**src/rtl/pic_pkg.sv**
```systemverilog
// Shared constants and types for the interrupt controller slice.
package pic_pkg;

  localparam int PIC_NUM_IRQ = 8;

  localparam logic TRIG_EDGE  = 1'b0;
  localparam logic TRIG_LEVEL = 1'b1;

  typedef logic [2:0] irq_idx_t;

endpackage

```
**src/rtl/irq_line_filter.sv**
```systemverilog
// One IR line: multi-flop synchroniser followed by a stability counter
// that only accepts a level change after FILTER_CYCLES consecutive cycles.
module irq_line_filter #(
  parameter int SYNC_STAGES   = 2,
  parameter int FILTER_CYCLES = 2
) (
  input  logic clk,
  input  logic rst_n,
  input  logic ir,
  output logic filt
);

  localparam int CNT_W = (FILTER_CYCLES > 0) ? $clog2(FILTER_CYCLES + 1) : 1;

  logic [SYNC_STAGES-1:0] sync_q;
  logic                   sync;

  // NOTE: sequential state uses non-blocking assignments so every flop
  // samples the pre-edge value of its neighbour; blocking here would
  // collapse the synchroniser chain into a single flop.
  always_ff @(posedge clk or negedge rst_n) begin
    if (!rst_n) sync_q <= '0;
    else        sync_q <= {sync_q[SYNC_STAGES-2:0], ir};
  end

  assign sync = sync_q[SYNC_STAGES-1];

  generate
    if (FILTER_CYCLES == 0) begin : g_bypass
      assign filt = sync;
    end else begin : g_filter
      logic [CNT_W-1:0] cnt_q;
      logic             filt_q;

      // The counter never passes FILTER_CYCLES-1: reaching the threshold
      // accepts the new level and restarts, so it is inherently saturated.
      always_ff @(posedge clk or negedge rst_n) begin
        if (!rst_n) begin
          cnt_q  <= '0;
          filt_q <= 1'b0;
        end else if (sync == filt_q) begin
          cnt_q <= '0;
        end else if (cnt_q == CNT_W'(FILTER_CYCLES - 1)) begin
          filt_q <= sync;
          cnt_q  <= '0;
        end else begin
          cnt_q <= cnt_q + CNT_W'(1);
        end
      end

      assign filt = filt_q;
    end
  endgenerate

endmodule

```
**src/rtl/irq_request_capture.sv**
```systemverilog
// IRR front end: per-line synchronise/filter, edge or level trigger,
// request latching with acknowledge, and set-freeze during INTA.
module irq_request_capture
  import pic_pkg::*;
#(
  parameter int NUM_IRQ       = PIC_NUM_IRQ,
  parameter int SYNC_STAGES   = 2,
  parameter int FILTER_CYCLES = 2
) (
  input  logic               clk,
  input  logic               rst_n,
  input  logic [NUM_IRQ-1:0] ir_in,
  input  logic               ltim,
  input  logic               icw1_wr,
  input  logic               freeze,
  input  logic               ack_valid,
  input  logic [2:0]         ack_idx,
  output logic [NUM_IRQ-1:0] irr,
  output logic               irq_any
);

  logic [NUM_IRQ-1:0] filt;
  logic [NUM_IRQ-1:0] prev_q;
  logic [NUM_IRQ-1:0] pend_q;
  logic [NUM_IRQ-1:0] irr_q;
  logic [NUM_IRQ-1:0] ack_vec;
  logic [NUM_IRQ-1:0] set_ev;
  logic [NUM_IRQ-1:0] withdraw;
  logic [NUM_IRQ-1:0] clr_ev;
  irq_idx_t           ack_sel;

  generate
    for (genvar i = 0; i < NUM_IRQ; i++) begin : g_line
      irq_line_filter #(
        .SYNC_STAGES  (SYNC_STAGES),
        .FILTER_CYCLES(FILTER_CYCLES)
      ) u_filter (
        .clk  (clk),
        .rst_n(rst_n),
        .ir   (ir_in[i]),
        .filt (filt[i])
      );
    end
  endgenerate

  assign ack_sel = ack_idx;

  // NOTE: every signal driven here gets a default before any branch so the
  // block stays purely combinational and no latch is inferred.
  always_comb begin
    ack_vec = '0;
    if (ack_valid && (int'(ack_sel) < NUM_IRQ)) ack_vec[ack_sel] = 1'b1;
  end

  // A level request being acked is suppressed for that one cycle so the
  // ack is visible; it re-sets on the next cycle if the line is still high.
  always_comb begin
    withdraw = '0;
    set_ev   = filt & ~prev_q;
    if (ltim == TRIG_LEVEL) begin
      withdraw = ~filt;
      set_ev   = filt & ~ack_vec;
    end
  end

  assign clr_ev = ack_vec | withdraw;

  // NOTE: every state flop, including the pending shadow, is cleared by the
  // asynchronous reset; none of it may come up holding a stale request.
  always_ff @(posedge clk or negedge rst_n) begin
    if (!rst_n) begin
      prev_q <= '0;
      pend_q <= '0;
      irr_q  <= '0;
    end else if (icw1_wr) begin
      prev_q <= '1;
      pend_q <= '0;
      irr_q  <= '0;
    end else begin
      prev_q <= filt;
      if (freeze) begin
        pend_q <= (pend_q | set_ev) & ~withdraw;
        irr_q  <= irr_q & ~clr_ev;
      end else begin
        pend_q <= '0;
        irr_q  <= ((irr_q | pend_q) & ~clr_ev) | set_ev;
      end
    end
  end

  assign irr     = irr_q;
  assign irq_any = |irr_q;

endmodule

```
**config.mk**
```make
export PLATFORM = sky130hd
export DESIGN_NAME = irq_request_capture
export DESIGN_NICKNAME = d
export VERILOG_FILES = /design/src/rtl/pic_pkg.sv /design/src/rtl/irq_line_filter.sv /design/src/rtl/irq_request_capture.sv
export SDC_FILE = /design/constraint.sdc
export NUM_CORES = 1
export LEC_CHECK = 0
export CAP_MARGIN = 20
export CORE_ASPECT_RATIO = 1.2
export CORE_MARGIN = 4
export CORE_UTILIZATION = 50
export CTS_BUF_LIST = sky130_fd_sc_hd__clkbuf_8
export DETAILED_ROUTE_END_ITERATION = 10
export GPL_TIMING_DRIVEN = 0
export PLACE_DENSITY = 0.71
export REMOVE_ABC_BUFFERS = 1
export SYNTH_ARGS = -nofsm -noshare
export SYNTH_HDL_FRONTEND = slang
export SYNTH_SLANG_ARGS = --single-unit
```
**constraint.sdc**
```tcl
create_clock -name clk -period 1.15 [get_ports clk]
set_input_delay 0.1725 -clock clk [delete_from_list [all_inputs] [get_ports clk]]
set_output_delay 0.1725 -clock clk [all_outputs]
set_load 0.02 [all_outputs]
```
== Word level (Yosys, flattened, before mapping) ==
Index checks and enable logic that the tools add are counted.

* $add $sub $neg: 8
* Order comparisons: 2
* Equality and inequality tests: 16
* Multiplexer cells: 26
* Bitwise logic cells: 22
* Reduce and logical (&&, ||, !) cells: 10

{| class="wikitable"
|+ Operators by type and width
! kind !! number
|-
| 8-bit 2-to-1 mux || 8
|-
| 8-bit AND || 5
|-
| 8-bit inverter || 5
|-
| 2-bit 2-to-1 mux || 16
|-
| 8-bit bitwise OR || 4
|-
| 2-bit by 1-bit adder with 2-bit output, second input constant || 8
|-
| 2-bit by 1-bit == test with 1-bit output, second input constant || 8
|-
| 2-bit AND reduction || 8
|-
| 1-bit == test || 8
|-
| 1-bit inverter || 8
|-
| 8-bit OR reduction || 1
|-
| 3-bit by 4-bit less-than comparator with 1-bit output, second input constant || 1
|-
| 1-bit demux with 3-bit select || 1
|-
| 3-bit by 1-bit >= comparator with 1-bit output, second input constant || 1
|-
| 1-bit logical AND || 1
|-
| 1-bit 2-to-1 mux || 1
|}

* Bits in registers: 64
* Logic and storage cells: 111

== Depth between registers and ports, before layout ==
Gate-level depths: netlist (run 1).

* Depth after elaboration: 12
* Mapped depth: 4

== Hierarchy ==
Synthesis (run 1) repeated with hierarchy kept, for this count alone.

* Cells, all modules: 211
* Area, all modules: 2707.6 µm²

{| class="wikitable"
|+ Modules (own cells, without submodules)
! module !! times used !! cells an instance !! area each (µm²)
|-
| irq_line_filter || 8 || 10 || 173.9
|-
| irq_request_capture || 1 || 131 || 1316.3
|}

== Least setup slack after synthesis (run 1) ==
No wires, ideal clock.

* Path kind: reg2out
* From: register irr_q[6] (netlist: irr[6])
* To: output port irq_any
* Data arrival time: 0.912 ns
* Data required time: 0.978 ns
* Path slack: 0.066 ns
* Stages on the path, launching flop included: 3
* Path through: dfrtp_1 -> nor4_1 -> nand2_1

* Cells in the longest elaborated chain, start to end: 1

{| class="wikitable"
|+ RTL lines
! element !! line !! text
|-
| start, declared || irq_request_capture.sv:25 || <nowiki>logic [NUM_IRQ-1:0] irr_q;</nowiki>
|-
| start signal, assigned || irq_request_capture.sv:83 || <nowiki>irr_q <= irr_q & ~clr_ev;</nowiki>
|-
| start signal, assigned || irq_request_capture.sv:86 || <nowiki>irr_q <= ((irr_q | pend_q) & ~clr_ev) | set_ev;</nowiki>
|-
| 8-bit OR reduction || irq_request_capture.sv:92 || <nowiki>assign irq_any = |irr_q;</nowiki>
|-
| end, declared || irq_request_capture.sv:19 || <nowiki>output logic irq_any</nowiki>
|}

Every way passes these cells.

== Worst setup path in the final report (run 1) ==
* From: register irr_q[5] (netlist: irr[5])
* To: output port irq_any

The elaborated chain is that of the path after synthesis.

==> reports/qor.txt, run 1 <==
========================================================================================
Fraction of the cycle the final worst path needs ..........................         1.27
Relative slew slack .......................................................        0.640
Slack of the worst reg-to-reg path ........................................        20 ps
Global-route usage over all layers ........................................        0.173
Share of post-route cells with drive strength above 1 .....................        0.290
Wirelength, routed ........................................................      5.18 mm
Cell area after technology mapping ........................................     2660 µm²
Worst Path Class, Setup ...................................................   reg -> out
Final global-route overflow total .........................................            0
Run status ................................................................ finished, violations left
First-pass GRT wire length ................................................      8.42 mm
Maximum number of buffers from clock root to sink .........................            2
Simple-Gate Fraction of Synth Area ........................................        0.159
Cells along the critical path ............................................. nor4_2 -> nand2_1 -> buf_2
Slew at the pin closest to its max-slew limit .............................       541 ps
Maximum vdd ir drop .......................................................      1.03 mV
Final #Nets ...............................................................          285
Area of the die ...........................................................     6560 µm²
I/O Buffers ...............................................................           25
Buffer cell driving the clock tree root ................................... sky130_fd_sc_hd__clkbuf_8
Hold Path Class ...........................................................    in -> reg
Setup repair after global routing missed its margin .......................          yes
Main combinational cell family by area after synthesis .................... simple AND/OR/NAND/NOR gates
Number of buffers created by CTS ..........................................            9
Number of storage elements in the synthesis netlist .......................           64
Number of top-level pins ..................................................           26
Std cell rows .............................................................           28
Post-synthesis cell count .................................................          223
Required @ worst endpoint .................................................       980 ps
Starting DRT DRC Count ....................................................          109
Portion of netlist area occupied by mux cells .............................       0.0423
Vias per Instance .........................................................         5.54
Final Hold Violating Endpoints ............................................            0
Mean cell area of the mapped netlist ......................................     11.9 µm²
CTS H-Tree Depth ..........................................................            3
Starting density of the core ..............................................        0.528
Worst-skew pair later-pin latency .........................................       340 ps
Clock slew at the register clock pins of the worst setup and hold paths ...        70 ps
DRC violation count after routing .........................................            0
Vertical extent of the die ................................................      88.0 µm
Antenna violations before repair ..........................................            0
Final setup violating endpoints ...........................................            7
Clock Skew ................................................................      11.4 ps
Data arrival, critical path ...............................................      1290 ps
Setup TNS .................................................................      -470 ps
Routability congestion estimate from global placement .....................        0.730
Worst hold slack ..........................................................       272 ps
Crit path launch type .....................................................    flip-flop
Number of sinks driven by the clock tree ..................................           64
TritonCTS clock tree ......................................................          yes
Via count .................................................................         1838
Detailed placement HPWL ...................................................      3.13 mm
Maximum number of pins on one net before global-route repair ..............           38
Leakage Power .............................................................   0.00144 µW
Crit-path max FO ..........................................................            2
Ant. Diodes ...............................................................            0
Adder-Cell Fraction of Synth Area .........................................            0
Number of maximum-capacitance constraint violations .......................            0
Via count of the first global-routing pass ................................         1784
Highest achievable clock rate .............................................      686 MHz
Crit path capture type ....................................................   output pin
Count of antenna-violating nets left after detailed routing ...............            0
Master of the slowest instance on the critical path ....................... sky130_fd_sc_hd__dfrtp_1
Core area .................................................................     5040 µm²
Largest stage delay, worst path ...........................................       410 ps
Routed len/inst ...........................................................      15.6 µm
Number of search-and-repair iterations in the first detailed-routing pass .            4
Fin worst setup slack .....................................................      -308 ps
Distinct cell type count of the synthesized netlist .......................           39
Floorplan die width .......................................................      74.6 µm
Violations in the final reports ........................................... setup timing
Fraction of the mapped netlist area in compound gates .....................        0.130
Area growth from synthesis to final layout ................................        24.6%
Slew Viols, Final .........................................................            0
Fraction of the yosys area taken by sequential cells ......................        0.601
Total power per unit cell area ............................................  2010 nW/µm²
Warnings from Yosys .......................................................            0
Final critical-path required period .......................................      1460 ps
Synthesized-area fraction occupied by xor and xnor cells ..................       0.0263
========================================================================================
## report_power, final
part | internal (µW) | switching [µW]
registers | 2740 | 448
clock network | 871 | 809
logic | 1030 | 787
## registers in the layout (all words and copies together) (netlist names)
signal and flops:
g_line.u_filter.sync_q 16, prev_q 8, g_line.u_filter.filt 8, irr 8, g_line.u_filter.g_filter.cnt_q 16, pend_q 8
## metrics by stage
| stage | util | power [µW] | cell area [µm²] | setup WS [ps] | instances |
|---|---|---|---|---|---|
| after floorplan | - | 4180 | 2630 | 65.7 | 216 |
| after global placement | 0.585 | 4670 | 2950 | -2130 | 301 |
| after detailed placement | 0.588 | 4740 | 2970 | -1010 | 302 |
| after CTS | 0.644 | 6550 | 3250 | -289 | 328 |
| after global routing | 0.658 | 7090 | 3320 | -406 | 332 |
| final | 0.658 | 6690 | 3320 | -308 | 332 |
## placed cells by master, fill, tap and decap left out, types with 9 or more instances in the layout
cell type / n
sky130_fd_sc_hd__dfrtp_1: 58
sky130_fd_sc_hd__inv_1: 20
sky130_fd_sc_hd__buf_6: 13
sky130_fd_sc_hd__nor2_1: 12
sky130_fd_sc_hd__clkbuf_8: 11
sky130_fd_sc_hd__nor3_1: 10
sky130_fd_sc_hd__nand2b_1: 9
## worst max-delay path: cells and delay by family, from the launching register on
kind	cells	cell delay, ps
buf+inv	1	160
simple gates	2	370
flops	1	410
## worst paths after layout
path,end,cells past startpoint,startpoint
max in group asynchronous,g_line[5].u_filter.filt$_DFFE_PN0P_,3,rst_n
min reg2reg,g_line[4].u_filter.sync_q[1]$_DFF_PN0_,0,g_line[4].u_filter.sync_q[0]$_DFF_PN0_
max,irq_any,3,irr[5]$_DFF_PN0_
min in group asynchronous,g_line[0].u_filter.sync_q[0]$_DFF_PN0_,2,rst_n
min,g_line[0].u_filter.sync_q[0]$_DFF_PN0_,1,ir_in[0]
max reg2reg,irr[4]$_DFF_PN0_,3,g_line[4].u_filter.filt$_DFFE_PN0P_
## synthesized netlist by cell type
library cell               number  area share
sky130_fd_sc_hd__o21bai_1       1      0.0028
sky130_fd_sc_hd__o21ai_0        2      0.0038
sky130_fd_sc_hd__a221oi_1       1      0.0033
sky130_fd_sc_hd__o21ba_2        1      0.0038
sky130_fd_sc_hd__nor2_1        12       0.017
sky130_fd_sc_hd__o22a_1         4       0.013
sky130_fd_sc_hd__nand3b_1       2      0.0056
sky130_fd_sc_hd__a21o_1         1      0.0028
sky130_fd_sc_hd__nor3_1        10       0.019
sky130_fd_sc_hd__nand4b_1       2      0.0066
sky130_fd_sc_hd__or4b_1         1      0.0038
sky130_fd_sc_hd__a21oi_1        6       0.011
sky130_fd_sc_hd__o311ai_0       1      0.0033
sky130_fd_sc_hd__nor4b_2        1      0.0056
sky130_fd_sc_hd__and4b_1        1      0.0038
sky130_fd_sc_hd__buf_6          1      0.0042
sky130_fd_sc_hd__and4bb_2       3       0.014
sky130_fd_sc_hd__mux2_2         8       0.034
sky130_fd_sc_hd__o32ai_1        4       0.013
sky130_fd_sc_hd__xnor2_1        8       0.026
sky130_fd_sc_hd__nor2b_1        8       0.019
sky130_fd_sc_hd__nand2b_1      10       0.023
sky130_fd_sc_hd__or2_2          8       0.019
sky130_fd_sc_hd__a221o_1        4       0.015
sky130_fd_sc_hd__nand2_1        3      0.0042
sky130_fd_sc_hd__o22ai_1        2      0.0047
sky130_fd_sc_hd__buf_2          3      0.0056
sky130_fd_sc_hd__nand4_1        1      0.0024
sky130_fd_sc_hd__dfrtp_1       64        0.60
sky130_fd_sc_hd__mux2_1         2      0.0085
sky130_fd_sc_hd__a31oi_1        5       0.012
sky130_fd_sc_hd__a22oi_1        8       0.023
sky130_fd_sc_hd__or2_0          1      0.0024
sky130_fd_sc_hd__and2_1         4      0.0094
sky130_fd_sc_hd__clkbuf_1       3      0.0042
sky130_fd_sc_hd__a31o_2         4       0.013
sky130_fd_sc_hd__nor4_1         2      0.0047
sky130_fd_sc_hd__o211ai_1       2      0.0056
sky130_fd_sc_hd__inv_1         19       0.027
## metal layers
layer / track usage / routed length, µm / share of wire / vias up
li1: - / - / - / 882
met1: 0.220 / 2340 / 0.45 / 906
met2: 0.265 / 2470 / 0.48 / 39
met3: 0.0505 / 251 / 0.048 / 11
met4: 0.0906 / 115 / 0.022 / 0
met5: 0 / 0 / 0 / -
## final cells by class
| type | instances | area [µm²] |
|---|---|---|
| timing repair buffer | 41 | 393 |
| tap | 60 | 75.1 |
| clock inverter | 4 | 21.3 |
| inverter | 19 | 71.3 |
| fill | 400 | 1730 |
| sequential | 64 | 1610 |
| clock buffer | 11 | 151 |
| multi-input combinational | 133 | 997 |
## cells by family (layout without fill, tap and decap cells)
family          after synthesis  in the layout
xor+xnor                      8              8
buf+inv                      26             75
simple gates                 69             69
mux                          10             10
flops                        64             64
compound gates               46             46
## repair_timing
action / CTS / global route
hold buffers: 1 / 0
pin swaps: 2 / 1
hold endpoints to repair: 27 / 0
gates resized for setup: 67 / 19
cloned: 0 / 0
buffers inserted: 11 / 6
endpoints found under the setup margin: 33 / 23
Note: power is estimated with default switching activity, not from simulation.
==> run 2: changes to the inputs <==
MAX_ROUTING_LAYER = met4   (was not set)
==> run 2 against run 1 <==
  * The flow still finishes with violations (setup timing)
  * Maximum frequency down 0.40%
  * Worst setup slack lost 5.9 ps
  * Final area about the same
  * Register-to-register slack barely moved
  * Clock power about the same
  * Global-route usage increased by 0.51 points
  * Clock skew grew 1.2 ps
  * Critical path type unchanged
  * Critical endpoint unchanged
  * Largest cell class unchanged
  * Highest routed layer unchanged
==> reports/qor.txt, run 2 (synthesis gave the netlist of run 1 again) <==
========================================================================================
Run status ................................................................ finished, violations left   unchanged
Violations in the final reports ........................................... setup timing   unchanged
Final Hold Violating Endpoints ............................................            0   unchanged
CTS H-Tree Depth ..........................................................            3   unchanged
Number of filler instances in the final layout ............................          399   was 400
Vias per Instance .........................................................         5.56   was 5.54
Largest registers ......................................................... g_line.u_filter.g_filter.cnt_q x16, g_line.u_filter.sync_q x16   unchanged
Crit path launch type .....................................................    flip-flop   unchanged
Number of buffers created by CTS ..........................................            9   unchanged
Minimum setup slack after placement .......................................     -1010 ps   unchanged
Setup repair after global routing missed its margin .......................          yes   unchanged
Ant. Diodes ...............................................................            0   unchanged
Starting density of the core ..............................................        0.528   unchanged
Clock Skew ................................................................      12.6 ps   was 11.4 ps
Final design instance area without fill ...................................     3320 µm²   about the same
Std cell rows .............................................................           28   unchanged
Final #Nets ...............................................................          285   unchanged
Most common cell after layout, fill and taps aside ........................ sky130_fd_sc_hd__dfrtp_1   unchanged
Number of search-and-repair iterations in the first detailed-routing pass .            4   unchanged
Share of post-route cells with drive strength above 1 .....................        0.290   unchanged
Cell area reported after detailed placement ...............................     2970 µm²   unchanged
Share of the core filled with cells .......................................        0.657   was 0.658
Antenna violations before repair ..........................................            0   unchanged
Worst-skew pair later-pin latency .........................................       340 ps   about the same
Wirelength, routed ........................................................      5.16 mm   was 5.18 mm
DRC violation count after routing .........................................            0   unchanged
Fraction of the cycle the final worst path needs ..........................         1.27   about the same
Count of antenna-violating nets left after detailed routing ...............            0   unchanged
Final setup violating endpoints ...........................................            7   unchanged
Crit path capture type ....................................................   output pin   unchanged
Required @ worst endpoint .................................................       980 ps   about the same
Final global-route overflow total .........................................            0   unchanged
Total power per unit cell area ............................................  2020 nW/µm²   was 2010 nW/µm²
Number of top-level pins ..................................................           26   unchanged
Slew Viols, Final .........................................................            0   unchanged
Via count of the first global-routing pass ................................         1784   unchanged
Final critical-path required period .......................................      1460 ps   about the same
Area growth from synthesis to final layout ................................        24.5%   was 24.6%
Starting DRT DRC Count ....................................................          120   was 109
Highest achievable clock rate .............................................      683 MHz   was 686 MHz
Core area .................................................................     5040 µm²   unchanged
First-pass GRT wire length ................................................      8.40 mm   was 8.42 mm
Floorplan die width .......................................................      74.6 µm   unchanged
Relative slew slack .......................................................        0.562   was 0.640
Multi-input gate area .....................................................      997 µm²   unchanged
Maximum vdd ir drop .......................................................      1.02 mV   was 1.03 mV
Number of sinks driven by the clock tree ..................................           64   unchanged
Register area .............................................................     1610 µm²   unchanged
I/O Buffers ...............................................................           25   unchanged
Leakage Power .............................................................   0.00144 µW   about the same
Crit-path max FO ..........................................................            2   unchanged
Global-route usage over all layers ........................................        0.178   was 0.173
Maximum number of pins on one net before global-route repair ..............           38   unchanged
Clock slew at the register clock pins of the worst setup and hold paths ...        70 ps   about the same
Worst Path Class, Setup ...................................................   reg -> out   unchanged
Maximum number of buffers from clock root to sink .........................            2   unchanged
Top library cells by usage in the layout, fill and taps aside ............. 58 x sky130_fd_sc_hd__dfrtp_1, 20 x sky130_fd_sc_hd__inv_1, 13 x sky130_fd_sc_hd__buf_6   unchanged
Filler-free cell count of the finished design .............................          332   unchanged
Number of maximum-capacitance constraint violations .......................            0   unchanged
Slew at the pin closest to its max-slew limit .............................       656 ps   was 541 ps
Total instance count after detailed placement .............................          302   unchanged
Routability congestion estimate from global placement .....................        0.739   was 0.730
Area of the die ...........................................................     6560 µm²   unchanged
Fin worst setup slack .....................................................      -313 ps   was -308 ps
Data arrival, critical path ...............................................      1290 ps   about the same
TritonCTS clock tree ......................................................          yes   unchanged
Hold Path Class ...........................................................    in -> reg   unchanged
Routed len/inst ...........................................................      15.5 µm   was 15.6 µm
Detailed placement HPWL ...................................................      3.13 mm   unchanged
Buffer cell driving the clock tree root ................................... sky130_fd_sc_hd__clkbuf_8   unchanged
Via count .................................................................         1847   was 1838
Vertical extent of the die ................................................      88.0 µm   unchanged
========================================================================================
-- run 2: final timing paths --
check,slack [ps],from,cells after the start,to
max,-310,irr[5]$_DFF_PN0_,3,irq_any
max reg2reg,30,g_line[4].u_filter.filt$_DFFE_PN0P_,3,irr[4]$_DFF_PN0_
max in group asynchronous,120,rst_n,3,g_line[5].u_filter.filt$_DFFE_PN0P_
min reg2reg,340,g_line[4].u_filter.sync_q[0]$_DFF_PN0_,0,g_line[4].u_filter.sync_q[1]$_DFF_PN0_
min,270,ir_in[0],1,g_line[0].u_filter.sync_q[0]$_DFF_PN0_
min in group asynchronous,400,rst_n,2,g_line[0].u_filter.sync_q[0]$_DFF_PN0_
-- run 2: timing repair --
item | CTS | global route
hold buffers | 1 | 0
gates resized for setup | 67 | 18
setup endpoints to repair | 33 | 23
setup buffers | 11 | 6
pin swaps | 2 | 1
hold endpoints to repair | 27 | 0
-- run 2: through the flow --
| stage | total power [µW] | hold slack [ps] | TNS, ps |
|---|---|---|---|
| final | 6690 | 273 | -479 |
| after global routing | 7090 | 253 | -812 |
| after CTS | 6550 | 261 | -469 |
| after detailed placement | 4740 | 230 | -18690 |
| after global placement | 4670 | 332 | -154140 |
| after floorplan | 4180 | -123 | 0 |
-- run 2: power breakdown --
part           leakage [µW]  switching, µW  internal, µW
Sequential         0.000787            448          2740
Clock             0.0000924            813           872
Combinational      0.000558            786          1030
Total               0.00144           2050          4640
-- run 2: worst max-delay path: stages (launching register included) --
cell and delay, ps:
sky130_fd_sc_hd__dfrtp_1 410, sky130_fd_sc_hd__nor4_2 300, sky130_fd_sc_hd__nand2_1 80, sky130_fd_sc_hd__buf_2 160
-- run 2: final cells by class --
cell class | count | area share
sequential | 64 | 0.485
clock buffer | 11 | 0.0457
multi-input combinational | 133 | 0.301
clock inverter | 4 | 0.00642
inverter | 19 | 0.0215
timing repair buffer | 41 | 0.118
tap | 60 | 0.0226
-- run 2: metal layers --
layer | track usage | up-vias | part of all wire
li1 | - | 879 | -
met3 | 0.0643 | 10 | 0.053
met1 | 0.219 | 917 | 0.45
met5 | - | - | 0
met2 | 0.265 | 41 | 0.48
met4 | 0.0712 | 0 | 0.014
==> run 3: changes to the inputs <==
TNS_END_PERCENT = 10   (was not set)
==> run 3 against run 2 <==
  * The run still ends with setup timing left
  * Via count shrank 1.7%
  * Worst hold slack hardly changed
  * Global-route usage fell by 0.098 points
  * Final cell count is 0.90% lower
  * Sequential power about the same
  * Power down 0.84%
  * First-iteration DRC count grew 13%
  * Sequential share of layout area grew 0.50 points
  * Largest cell class unchanged
==> reports/qor.txt, run 3 (synthesis gave the netlist of run 1 again) <==
========================================================================================
Setup repair after global routing missed its margin .......................          yes   unchanged
Final Hold Violating Endpoints ............................................            0   unchanged
Number of maximum-capacitance constraint violations .......................            0   unchanged
Core area .................................................................     5040 µm²   unchanged
Total power per unit cell area ............................................  2020 nW/µm²   about the same
Ant. Diodes ...............................................................            0   unchanged
Maximum number of pins on one net before global-route repair ..............           38   unchanged
Starting DRT DRC Count ....................................................          136   was 120
Clock slew at the register clock pins of the worst setup and hold paths ...        70 ps   about the same
Crit path launch type .....................................................    flip-flop   unchanged
Maximum number of buffers from clock root to sink .........................            2   unchanged
Number of top-level pins ..................................................           26   unchanged
Crit path capture type ....................................................   output pin   unchanged
Fraction of the cycle the final worst path needs ..........................         1.26   was 1.27
Final #Nets ...............................................................          282   was 285
Relative slew slack .......................................................        0.563   was 0.562
Area growth from synthesis to final layout ................................        23.4%   was 24.5%
Fin worst setup slack .....................................................      -304 ps   was -313 ps
Number of search-and-repair iterations in the first detailed-routing pass .            4   unchanged
Detailed placement HPWL ...................................................      3.13 mm   unchanged
I/O Buffers ...............................................................           25   unchanged
Leakage Power .............................................................   0.00142 µW   was 0.00144 µW
Routability congestion estimate from global placement .....................        0.739   unchanged
Number of sinks driven by the clock tree ..................................           64   unchanged
Slew Viols, Final .........................................................            0   unchanged
Number of filler instances in the final layout ............................          400   was 399
Final critical-path required period .......................................      1450 ps   was 1460 ps
Crit-path max FO ..........................................................            2   unchanged
Number of buffers created by CTS ..........................................            9   unchanged
Count of antenna-violating nets left after detailed routing ...............            0   unchanged
Maximum vdd ir drop .......................................................      1.02 mV   about the same
DRC violation count after routing .........................................            0   unchanged
Share of post-route cells with drive strength above 1 .....................        0.290   about the same
Worst-skew pair later-pin latency .........................................       340 ps   about the same
Starting density of the core ..............................................        0.528   unchanged
Clock Skew ................................................................      10.9 ps   was 12.6 ps
CTS H-Tree Depth ..........................................................            3   unchanged
Final global-route overflow total .........................................            0   unchanged
Worst Path Class, Setup ...................................................   reg -> out   unchanged
Wirelength, routed ........................................................      4.99 mm   was 5.16 mm
Vias per Instance .........................................................         5.52   was 5.56
Most common cell after layout, fill and taps aside ........................ sky130_fd_sc_hd__dfrtp_1   unchanged
Via count of the first global-routing pass ................................         1737   was 1784
Share of the core filled with cells .......................................        0.652   was 0.657
Data arrival, critical path ...............................................      1280 ps   was 1290 ps
Global-route usage over all layers ........................................        0.177   was 0.178
Highest achievable clock rate .............................................      688 MHz   was 683 MHz
Std cell rows .............................................................           28   unchanged
Largest registers ......................................................... g_line.u_filter.g_filter.cnt_q x16, g_line.u_filter.sync_q x16   unchanged
Slew at the pin closest to its max-slew limit .............................       656 ps   about the same
First-pass GRT wire length ................................................      8.29 mm   was 8.40 mm
Routed len/inst ...........................................................      15.2 µm   was 15.5 µm
Area of the die ...........................................................     6560 µm²   unchanged
Hold Path Class ...........................................................    in -> reg   unchanged
Required @ worst endpoint .................................................       980 ps   about the same
Antenna violations before repair ..........................................            0   unchanged
Floorplan die width .......................................................      74.6 µm   unchanged
Minimum setup slack after placement .......................................     -1010 ps   unchanged
Run status ................................................................ finished, violations left   unchanged
Via count .................................................................         1815   was 1847
Top library cells by usage in the layout, fill and taps aside ............. 56 x sky130_fd_sc_hd__dfrtp_1, 20 x sky130_fd_sc_hd__inv_1, 12 x sky130_fd_sc_hd__nor2_1   was 58 x sky130_fd_sc_hd__dfrtp_1, 20 x sky130_fd_sc_hd__inv_1, 13 x sky130_fd_sc_hd__buf_6
Final setup violating endpoints ...........................................            6   was 7
Violations in the final reports ........................................... setup timing   unchanged
Vertical extent of the die ................................................      88.0 µm   unchanged
Buffer cell driving the clock tree root ................................... sky130_fd_sc_hd__clkbuf_8   unchanged
TritonCTS clock tree ......................................................          yes   unchanged
========================================================================================
-- run 3: cell types whose count changed in the layout (fill, tap and decap cells not counted) --
cell | before | now
sky130_fd_sc_hd__a221oi_1 | 0 | 1
sky130_fd_sc_hd__a221oi_2 | 1 | 0
sky130_fd_sc_hd__buf_2 | 5 | 6
sky130_fd_sc_hd__buf_4 | 7 | 6
sky130_fd_sc_hd__buf_6 | 13 | 10
sky130_fd_sc_hd__clkdlybuf4s15_1 | 1 | 0
sky130_fd_sc_hd__dfrtp_1 | 58 | 56
sky130_fd_sc_hd__dfrtp_2 | 6 | 8
sky130_fd_sc_hd__dlygate4sd2_1 | 4 | 5
sky130_fd_sc_hd__mux2_1 | 1 | 0
sky130_fd_sc_hd__mux2_4 | 1 | 2
sky130_fd_sc_hd__nor4_2 | 2 | 1
sky130_fd_sc_hd__nor4_4 | 0 | 1
-- run 3: repair_timing --
item | in CTS | in global routing
hold buffers | 1 | 0
endpoints found under the setup margin | 33 | 22
hold endpoints to repair | 27 | 0
gates resized for setup | 60 | 19
setup buffers | 8 | 3
pin swaps | 2 | 3
-- run 3: power by group --
| group | switching, µW | internal [µW] | leakage [µW] | total, µW |
|---|---|---|---|---|
| combinational | 753 | 1000 | 0.000546 | 1760 |
| sequential | 454 | 2740 | 0.000784 | 3190 |
| clock | 809 | 872 | 0.0000924 | 1680 |
-- run 3: through the flow --
stage	cells	power [µW]	TNS, ps	hold slack, ps	area, µm²
after floorplan	216	4180	0	-123	2630
after global placement	301	4670	-154140	332	2950
after detailed placement	302	4740	-18690	230	2970
after CTS	326	6520	-452	261	3220
after global routing	329	7050	-954	253	3290
final	329	6630	-645	273	3290
-- run 3: critical path, stage by stage, from the launching register on --
cell and delay (ps):
sky130_fd_sc_hd__dfrtp_2 440, sky130_fd_sc_hd__nor4_4 280, sky130_fd_sc_hd__nand2_1 70, sky130_fd_sc_hd__buf_2 160
-- run 3: routing by layer --
layer,vias up,global-route usage,routed length (µm)
li1,875,-,-
met1,905,0.228,2380
met2,28,0.256,2330
met3,7,0.0620,224
met4,0,0.0680,62
met5,-,-,0
-- run 3: final timing paths --
check | cells after the start | slack, ps | end | startpoint
min in group asynchronous | 2 | 400 | pend_q[0]$_DFF_PN0_ | rst_n
max in group asynchronous | 3 | 120 | g_line[5].u_filter.filt$_DFFE_PN0P_ | rst_n
min | 1 | 270 | g_line[2].u_filter.sync_q[0]$_DFF_PN0_ | ir_in[2]
max | 3 | -300 | irq_any | irr[4]$_DFF_PN0_
max reg2reg | 4 | 60 | irr[6]$_DFF_PN0_ | irr[6]$_DFF_PN0_
min reg2reg | 0 | 340 | g_line[4].u_filter.sync_q[1]$_DFF_PN0_ | g_line[4].u_filter.sync_q[0]$_DFF_PN0_
-- run 3: final cells by class --
type / count / area (µm²) / area share
Inverter: 19 / 71.3 / 0.0217
Timing Repair Buffer: 38 / 353 / 0.107
Clock inverter: 4 / 21.3 / 0.00647
Tap cell: 60 / 75.1 / 0.0228
Multi-Input combinational cell: 133 / 1000 / 0.305
Clock buffer: 11 / 151 / 0.0461
Sequential cell: 64 / 1610 / 0.490
